--- src/rtl/decoder_defs.sv ---
// Shared opcode, ALU-code, branch-type and control-word definitions for the pipelined ID stage.
package decoder_defs;

  localparam int OP_NOP   = 0;
  localparam int OP_LDA   = 1;
  localparam int OP_LDB   = 2;
  localparam int OP_LDCA  = 3;
  localparam int OP_LDCB  = 4;
  localparam int OP_STA   = 5;
  localparam int OP_STB   = 6;
  localparam int OP_ADDA  = 7;
  localparam int OP_ADDB  = 8;
  localparam int OP_ADDCA = 9;
  localparam int OP_ADDCB = 10;
  localparam int OP_SUBA  = 11;
  localparam int OP_SUBB  = 12;
  localparam int OP_SUBCA = 13;
  localparam int OP_SUBCB = 14;
  localparam int OP_ANDA  = 15;
  localparam int OP_ANDB  = 16;
  localparam int OP_ANDCA = 17;
  localparam int OP_ANDCB = 18;
  localparam int OP_ORA   = 19;
  localparam int OP_ORB   = 20;
  localparam int OP_ORCA  = 21;
  localparam int OP_ORCB  = 22;
  localparam int OP_JMP   = 23;
  localparam int OP_BEQ   = 24;
  localparam int OP_BNE   = 25;
  localparam int OP_LAST  = OP_BNE;

  localparam logic [2:0] ALU_ADD     = 3'd0;
  localparam logic [2:0] ALU_A_SUB_B = 3'd1;
  localparam logic [2:0] ALU_B_SUB_A = 3'd2;
  localparam logic [2:0] ALU_AND     = 3'd3;
  localparam logic [2:0] ALU_OR      = 3'd4;
  localparam logic [2:0] ALU_DEFAULT = 3'd7;

  localparam logic [1:0] BR_NONE = 2'd0;
  localparam logic [1:0] BR_JMP  = 2'd1;
  localparam logic [1:0] BR_BEQ  = 2'd2;
  localparam logic [1:0] BR_BNE  = 2'd3;

  typedef enum logic {ST_RUN = 1'b0, ST_BUBBLE = 1'b1} dec_state_e;
  typedef enum logic [1:0] {LD_HOLD, LD_BUBBLE, LD_DECODE} load_sel_e;

  typedef struct packed {
    logic       en_a_id;
    logic       en_b_id;
    logic       en_a_wb;
    logic       en_b_wb;
    logic [2:0] alu;
    logic [1:0] branch;
    logic       sel_a;
    logic       sel_b;
    logic       en_mem;
    logic       mux_wr_mem;
    logic       sel_mem_data;
  } ctrl_t;

  localparam int CTRL_W = $bits(ctrl_t);

  localparam ctrl_t CTRL_BUBBLE = '{alu: ALU_DEFAULT, branch: BR_NONE, default: 1'b0};

endpackage

--- src/rtl/decoder_ctrl_lut.sv ---
// Combinational opcode -> control-word mapping, plus which source registers the opcode reads.
// Unknown opcodes map to the NOP control word and raise illegal_o.
module decoder_ctrl_lut
  import decoder_defs::*;
#(
  parameter int OPCODE_W = 6
) (
  input  logic [OPCODE_W-1:0] opcode_i,
  output logic [CTRL_W-1:0]   ctrl_o,
  output logic                reads_a_o,
  output logic                reads_b_o,
  output logic                illegal_o
);

  ctrl_t c;
  int    op;

  always_comb begin
    op        = int'(opcode_i);
    c         = CTRL_BUBBLE;
    reads_a_o = 1'b0;
    reads_b_o = 1'b0;
    case (op)
      OP_LDA:  begin c.en_a_id = 1'b1; c.sel_mem_data = 1'b1; end
      OP_LDB:  begin c.en_b_id = 1'b1; c.sel_mem_data = 1'b1; end
      OP_LDCA: c.en_a_id = 1'b1;
      OP_LDCB: c.en_b_id = 1'b1;
      OP_STA:  begin c.en_mem = 1'b1; reads_a_o = 1'b1; end
      OP_STB:  begin c.en_mem = 1'b1; c.mux_wr_mem = 1'b1; reads_b_o = 1'b1; end
      OP_ADDA, OP_SUBA, OP_ANDA, OP_ORA: begin
        c.en_a_wb = 1'b1; reads_a_o = 1'b1; reads_b_o = 1'b1;
      end
      OP_ADDB, OP_SUBB, OP_ANDB, OP_ORB: begin
        c.en_b_wb = 1'b1; reads_a_o = 1'b1; reads_b_o = 1'b1;
      end
      // xCA: constant replaces B; xCB: constant replaces A
      OP_ADDCA, OP_SUBCA, OP_ANDCA, OP_ORCA: begin
        c.en_a_wb = 1'b1; c.sel_b = 1'b1; reads_a_o = 1'b1;
      end
      OP_ADDCB, OP_SUBCB, OP_ANDCB, OP_ORCB: begin
        c.en_b_wb = 1'b1; c.sel_a = 1'b1; reads_b_o = 1'b1;
      end
      OP_JMP:  c.branch = BR_JMP;
      OP_BEQ:  begin c.branch = BR_BEQ; c.alu = ALU_A_SUB_B; reads_a_o = 1'b1; reads_b_o = 1'b1; end
      OP_BNE:  begin c.branch = BR_BNE; c.alu = ALU_A_SUB_B; reads_a_o = 1'b1; reads_b_o = 1'b1; end
      default: ;
    endcase
    case (op)
      OP_ADDA, OP_ADDB, OP_ADDCA, OP_ADDCB: c.alu = ALU_ADD;
      OP_SUBA, OP_SUBCA:                    c.alu = ALU_A_SUB_B;
      OP_SUBB, OP_SUBCB:                    c.alu = ALU_B_SUB_A;
      OP_ANDA, OP_ANDB, OP_ANDCA, OP_ANDCB: c.alu = ALU_AND;
      OP_ORA, OP_ORB, OP_ORCA, OP_ORCB:     c.alu = ALU_OR;
      default: ;
    endcase
  end

  assign ctrl_o    = c;
  assign illegal_o = (op > OP_LAST);

endmodule

--- src/rtl/pipelined_decoder.sv ---
// Registered ID stage: 1-cycle decode, iStall freezes everything, load-use inserts LOAD_USE_BUBBLES bubbles.
// `define DECODER_ILLEGAL_TRAP_EN turns opcodes above BNE into a bubble plus sticky oIllegal.
module pipelined_decoder
  import decoder_defs::*;
#(
  parameter int INSTR_W          = 16,
  parameter int OPCODE_W         = 6,
  parameter int ALUCTRL_W        = 4,
  parameter int LOAD_USE_BUBBLES = 1
) (
  input  logic                        Clock,
  input  logic                        Reset,
  input  logic                        iInstrValid,
  input  logic [INSTR_W-1:0]          iMicrocode,
  input  logic                        iStall,
  input  logic                        iFlush,
  output logic                        oInstrReady,
  output logic                        oValid,
  output logic [INSTR_W-OPCODE_W-1:0] oAditional,
  output logic                        oEnableA_ID,
  output logic                        oEnableB_ID,
  output logic                        oEnableA_WB,
  output logic                        oEnableB_WB,
  output logic [ALUCTRL_W-1:0]        oALUControl,
  output logic [1:0]                  oBranchType,
  output logic                        oSelectMuxRegA,
  output logic                        oSelectMuxRegB,
  output logic                        oEnableMem,
  output logic                        oMuxWriteMem,
  output logic                        oSelectInputMemData,
  output logic                        oHazardStall,
  output logic                        oIllegal
);

  localparam int         IMM_W       = INSTR_W - OPCODE_W;
  localparam logic [1:0] BUBBLE_INIT = 2'(LOAD_USE_BUBBLES - 1);

`ifdef DECODER_ILLEGAL_TRAP_EN
  localparam bit TRAP_EN = 1'b1;
`else
  localparam bit TRAP_EN = 1'b0;
`endif

  logic [CTRL_W-1:0] lut_ctrl;
  ctrl_t             dec_ctrl;
  logic              reads_a, reads_b, illegal_op;

  decoder_ctrl_lut #(.OPCODE_W(OPCODE_W)) u_lut (
    .opcode_i  (iMicrocode[INSTR_W-1 -: OPCODE_W]),
    .ctrl_o    (lut_ctrl),
    .reads_a_o (reads_a),
    .reads_b_o (reads_b),
    .illegal_o (illegal_op)
  );
  assign dec_ctrl = lut_ctrl;

  dec_state_e       state_q, state_d;
  logic [1:0]       cnt_q, cnt_d;
  ctrl_t            ctrl_q, ctrl_d;
  logic [IMM_W-1:0] imm_q, imm_d;
  logic             vld_q, vld_d;
  logic             ill_q, ill_d;
  load_sel_e        load_sel;
  logic             set_ill;
  logic             hazard;

  // Only LDA/LDB combine a register-ID write with the memory-data select.
  assign hazard = iInstrValid && vld_q && ctrl_q.sel_mem_data &&
                  ((ctrl_q.en_a_id && reads_a) || (ctrl_q.en_b_id && reads_b));

  always_ff @(posedge Clock) begin
    if (Reset) begin
      state_q <= ST_RUN;
      cnt_q   <= 2'd0;
    end else begin
      state_q <= state_d;
      cnt_q   <= cnt_d;
    end
  end

  always_comb begin
    state_d = state_q;
    cnt_d   = cnt_q;
    if (!iStall) begin
      if (iFlush) begin
        state_d = ST_RUN;
        cnt_d   = 2'd0;
      end else begin
        case (state_q)
          ST_RUN: begin
            if (hazard) begin
              cnt_d   = BUBBLE_INIT;
              state_d = (BUBBLE_INIT != 2'd0) ? ST_BUBBLE : ST_RUN;
            end
          end
          ST_BUBBLE: begin
            cnt_d = (cnt_q == 2'd0) ? 2'd0 : cnt_q - 2'd1;
            if (cnt_q <= 2'd1) state_d = ST_RUN;
          end
          default: state_d = ST_RUN;
        endcase
      end
    end
  end

  always_comb begin
    oInstrReady  = !Reset && !iStall && (state_q == ST_RUN) && !hazard;
    oHazardStall = (state_q == ST_BUBBLE);
    set_ill      = 1'b0;
    if (iStall) begin
      load_sel = LD_HOLD;
    end else if (iFlush || (state_q == ST_BUBBLE) || hazard || !iInstrValid) begin
      load_sel = LD_BUBBLE;
    end else if (illegal_op && TRAP_EN) begin
      load_sel = LD_BUBBLE;
      set_ill  = 1'b1;
    end else begin
      load_sel = LD_DECODE;
    end
  end

  always_comb begin
    ctrl_d = ctrl_q;
    imm_d  = imm_q;
    vld_d  = vld_q;
    ill_d  = ill_q | set_ill;
    case (load_sel)
      LD_BUBBLE: begin
        ctrl_d = CTRL_BUBBLE;
        imm_d  = '0;
        vld_d  = 1'b0;
      end
      LD_DECODE: begin
        ctrl_d = dec_ctrl;
        imm_d  = iMicrocode[IMM_W-1:0];
        vld_d  = 1'b1;
      end
      default: ;
    endcase
  end

  always_ff @(posedge Clock) begin
    if (Reset) begin
      ctrl_q <= CTRL_BUBBLE;
      imm_q  <= '0;
      vld_q  <= 1'b0;
      ill_q  <= 1'b0;
    end else begin
      ctrl_q <= ctrl_d;
      imm_q  <= imm_d;
      vld_q  <= vld_d;
      ill_q  <= ill_d;
    end
  end

  assign oValid              = vld_q;
  assign oAditional          = imm_q;
  assign oEnableA_ID         = ctrl_q.en_a_id;
  assign oEnableB_ID         = ctrl_q.en_b_id;
  assign oEnableA_WB         = ctrl_q.en_a_wb;
  assign oEnableB_WB         = ctrl_q.en_b_wb;
  assign oALUControl         = ALUCTRL_W'(ctrl_q.alu);
  assign oBranchType         = ctrl_q.branch;
  assign oSelectMuxRegA      = ctrl_q.sel_a;
  assign oSelectMuxRegB      = ctrl_q.sel_b;
  assign oEnableMem          = ctrl_q.en_mem;
  assign oMuxWriteMem        = ctrl_q.mux_wr_mem;
  assign oSelectInputMemData = ctrl_q.sel_mem_data;
  assign oIllegal            = ill_q;

endmodule

--- config.mk ---
export PLATFORM = sky130hd
export DESIGN_NAME = pipelined_decoder
export DESIGN_NICKNAME = d
export VERILOG_FILES = /design/src/rtl/decoder_defs.sv /design/src/rtl/decoder_ctrl_lut.sv /design/src/rtl/pipelined_decoder.sv
export SDC_FILE = /design/constraint.sdc
export NUM_CORES = 1
export LEC_CHECK = 0
export ABC_AREA = 1
export ABC_CLOCK_PERIOD_IN_PS = 2050
export CAP_MARGIN = 20
export CORE_MARGIN = 8
export CORE_UTILIZATION = 47
export CTS_CLUSTER_SIZE = 14
export DETAILED_ROUTE_END_ITERATION = 12
export PLACE_DENSITY = 0.88
export SYNTH_ARGS = -nofsm -noshare
export SYNTH_HDL_FRONTEND = slang
export SYNTH_HIERARCHICAL = 1
export SYNTH_SLANG_ARGS = --single-unit
export TNS_END_PERCENT = 1
--- constraint.sdc ---
create_clock -name Clock -period 2.05 [get_ports Clock]
set_clock_uncertainty 0.05 [all_clocks]
set_input_delay 0.3075 -clock Clock [delete_from_list [all_inputs] [get_ports Clock]]
set_output_delay 0.3075 -clock Clock [all_outputs]
set_load 0.05 [all_outputs]
==> summary.txt <==
Floorplanning
  • Die Y: 75.8 um
  • Initial Util: 49.5%
  • Core Rows: 21
  • Die area: 0.00574 mm2
  • Core area: 0.00339 mm2
  • Die width: 75.8 um
  • Number of I/O pins: 50

STA
  • Fmax: 0.497 GHz
  • Worst slew pin tran: 0.520 ns
  • Final Hold Fails: 0
  • Final worst path period share: 98.2%
  • Crit path time final: 2.01 ns
  • Worst slew margin: 65.2%
  • Setup_tns: 0 ns
  • Endpoints failing setup: 0
  • Max-slew violations: 0

Route
  • Vias per inst: 5.28
  • Post-route ant nets: 0
  • Drt pass-1 iters: 4
  • DRC Markers: 0
  • Wire per inst: 13.9 um
  • Final WL: 5060 um
  • Vias: 1,918
  • DRT iter0 DRCs: 124

GRT
  • Total grt overflow: 0
  • Vias in the first global route: 1,762
  • Antenna violations before repair: 0
  • Total GRT Usage: 17.4%
  • Largest net degree at the start of global routing: 26
  • Global-route wire length before repair: 7830 um

Power and ir drop
  • Lkg Pwr: 1.04 nW
  • Clock share of power: 30.5%
  • Tot Pwr: 1.20 mW
  • Comb pwr share: 23.0%
  • Net Sw Power: 342 uW
  • Reg power frac: 46.5%
  • Switching share of power: 28.5%
  • Pwr per Cell Area: 483 mW/mm2
  • VDD IR max: 348 uV
  • Internal power: 859 uW

Placed design
  • Gp weighted congestion: 0.995
  • Hpwl dp: 3790 um
  • DP Area: 0.00236 mm2
  • Port Buffer Count: 47

Cells and area
  • Layout Area Growth over Synthesis: 48.1%
  • # diodes: 0
  • Post-route cell area: 0.00249 mm2
  • Fillers: 271
  • Nets: 339
  • Share of cells above drive strength 1: 29.7%

Job
  • Max cap viols: 0

Clock network
  • CTS Buf Count: 3
  • CTS Root Cell: clkbuf_4
  • Clk buf depth: 2
  • CTS HTree Levels: 1
  • CTS tree: built
  • Cts hold-fix bufs: 0
  • Clk slew on worst S/H paths: 0.14 ns
  • Clk sinks: 28
  • Clock Latency Late Sink: 0.34 ns

Yosys
  • Synthesized area: 0.00168 mm2
  • Synth Warn #: 6
  • Synthesized instance count: 245
  • Mean Syn Cell Area: 6.85 um2

Critical path
  • Worst setup SP type: input port
  • Setup CP Type: in -> out
  • Worst EP required: 1.69 ns
  • Worst Path Arrival: 1.66 ns
  • CP max FO: 7
  • CP Capture Type: primary output

Outcome
  • Outcome: finished clean

Hold path
  • Hold crit path type: in -> reg
registers in the layout, indices dropped and copies added (netlist names), 2 cells and up:
name,count
cnt_q,2
oALUControl,3
oAditional,10
oBranchType,2
worst max-delay path: stages:
cell and delay [ns]:
buf_2 0.13, inv_4 0.06, nor2_4 0.23, nand3_2 0.17
nand4_1 0.15, nor2_1 0.05, nand3_1 0.07, nand2_1 0.06
nand2_1 0.07, nand2_2 0.06, nand2_2 0.08, nor2_4 0.04
buf_12 0.16
what timing repair did:
item / CTS / global route
resized for setup: 27 / 18
endpoints found under the setup margin: 1 / 1
buffers inserted: 1 / 2
pin swaps: 4 / 5
cloned: 0 / 0
power by group through the flow:
stage | sequential, mW | clock [mW] | combinational [mW]
floorplan | 0.596 | 0 | 0.137
global placement | 0.570 | 0 | 0.264
detailed placement | 0.570 | 0 | 0.265
CTS | 0.558 | 0.371 | 0.270
global route | 0.560 | 0.393 | 0.297
finish | 0.558 | 0.366 | 0.277
through the flow:
step,util [%],setup WS [ns],hold slack (ns),cells
2_1_floorplan,-,0.00185,0.384,246
3_3_place_gp,69.8,-0.394,0.397,356
3_5_place_dp,69.8,-0.397,0.407,356
4_1_cts,72.6,0.0151,0.376,361
5_1_grt,73.4,-0.0211,0.355,363
6_report,73.4,0.0373,0.349,363
metal layers:
metal / vias to the layer above / GRT usage [%] / wire (um) / share of wire (%)
met5: - / 0 / 0 / 0
met4: 0 / 5.54 / 31 / 0.61
met3: 4 / 3.68 / 443 / 8.8
met2: 83 / 28.8 / 2440 / 48
met1: 868 / 21.9 / 2150 / 42
li1: 963 / - / - / -
final cells by class:
cell class                      count  area [um2]  area share [%]
Multi-Input combinational cell    181        1020            40.9
Timing Repair Buffer               83         718            28.9
Sequential cell                    28         561            22.5
Inverter                           21        81.3            3.27
Tap cell                           46        57.6            2.31
Clock inverter                      1        30.0            1.21
Clock buffer                        3        22.5           0.905
worst paths after layout:
path                            depth (start not counted)  slack [ns]                           to                        from
worst max-delay path                                   13        0.04                  oInstrReady              iMicrocode[14]
worst min-delay path                                    4        0.35  oBranchType[0]$_SDFFE_PP0P_              iMicrocode[15]
worst max register to register                          4        0.76   oAditional[7]$_SDFFE_PP0P_   oHazardStall$_SDFFE_PP0N_
worst min register to register                          2        0.42   oAditional[9]$_SDFFE_PP0P_  oAditional[9]$_SDFFE_PP0P_
cells in the final DEF, fill, tap and decap left out, types with 2 or more instances in the layout:
cell type        instances
a21oi_1                 28
buf_2                    5
buf_4                   37
clkbuf_4                 3
clkdlybuf4s50_1         39
conb_1                   2
dfxtp_1                 28
inv_1                   10
inv_2                   10
nand2_1                 59
nand2_2                  8
nand3_1                 12
nand3_2                  8
nand4_1                 27
nor2_1                   8
nor2_2                   4
nor2_4                  10
nor3_1                   3
nor3_2                   2
or2_1                    3
No activity file was read; power rests on OpenSTA's default activity.
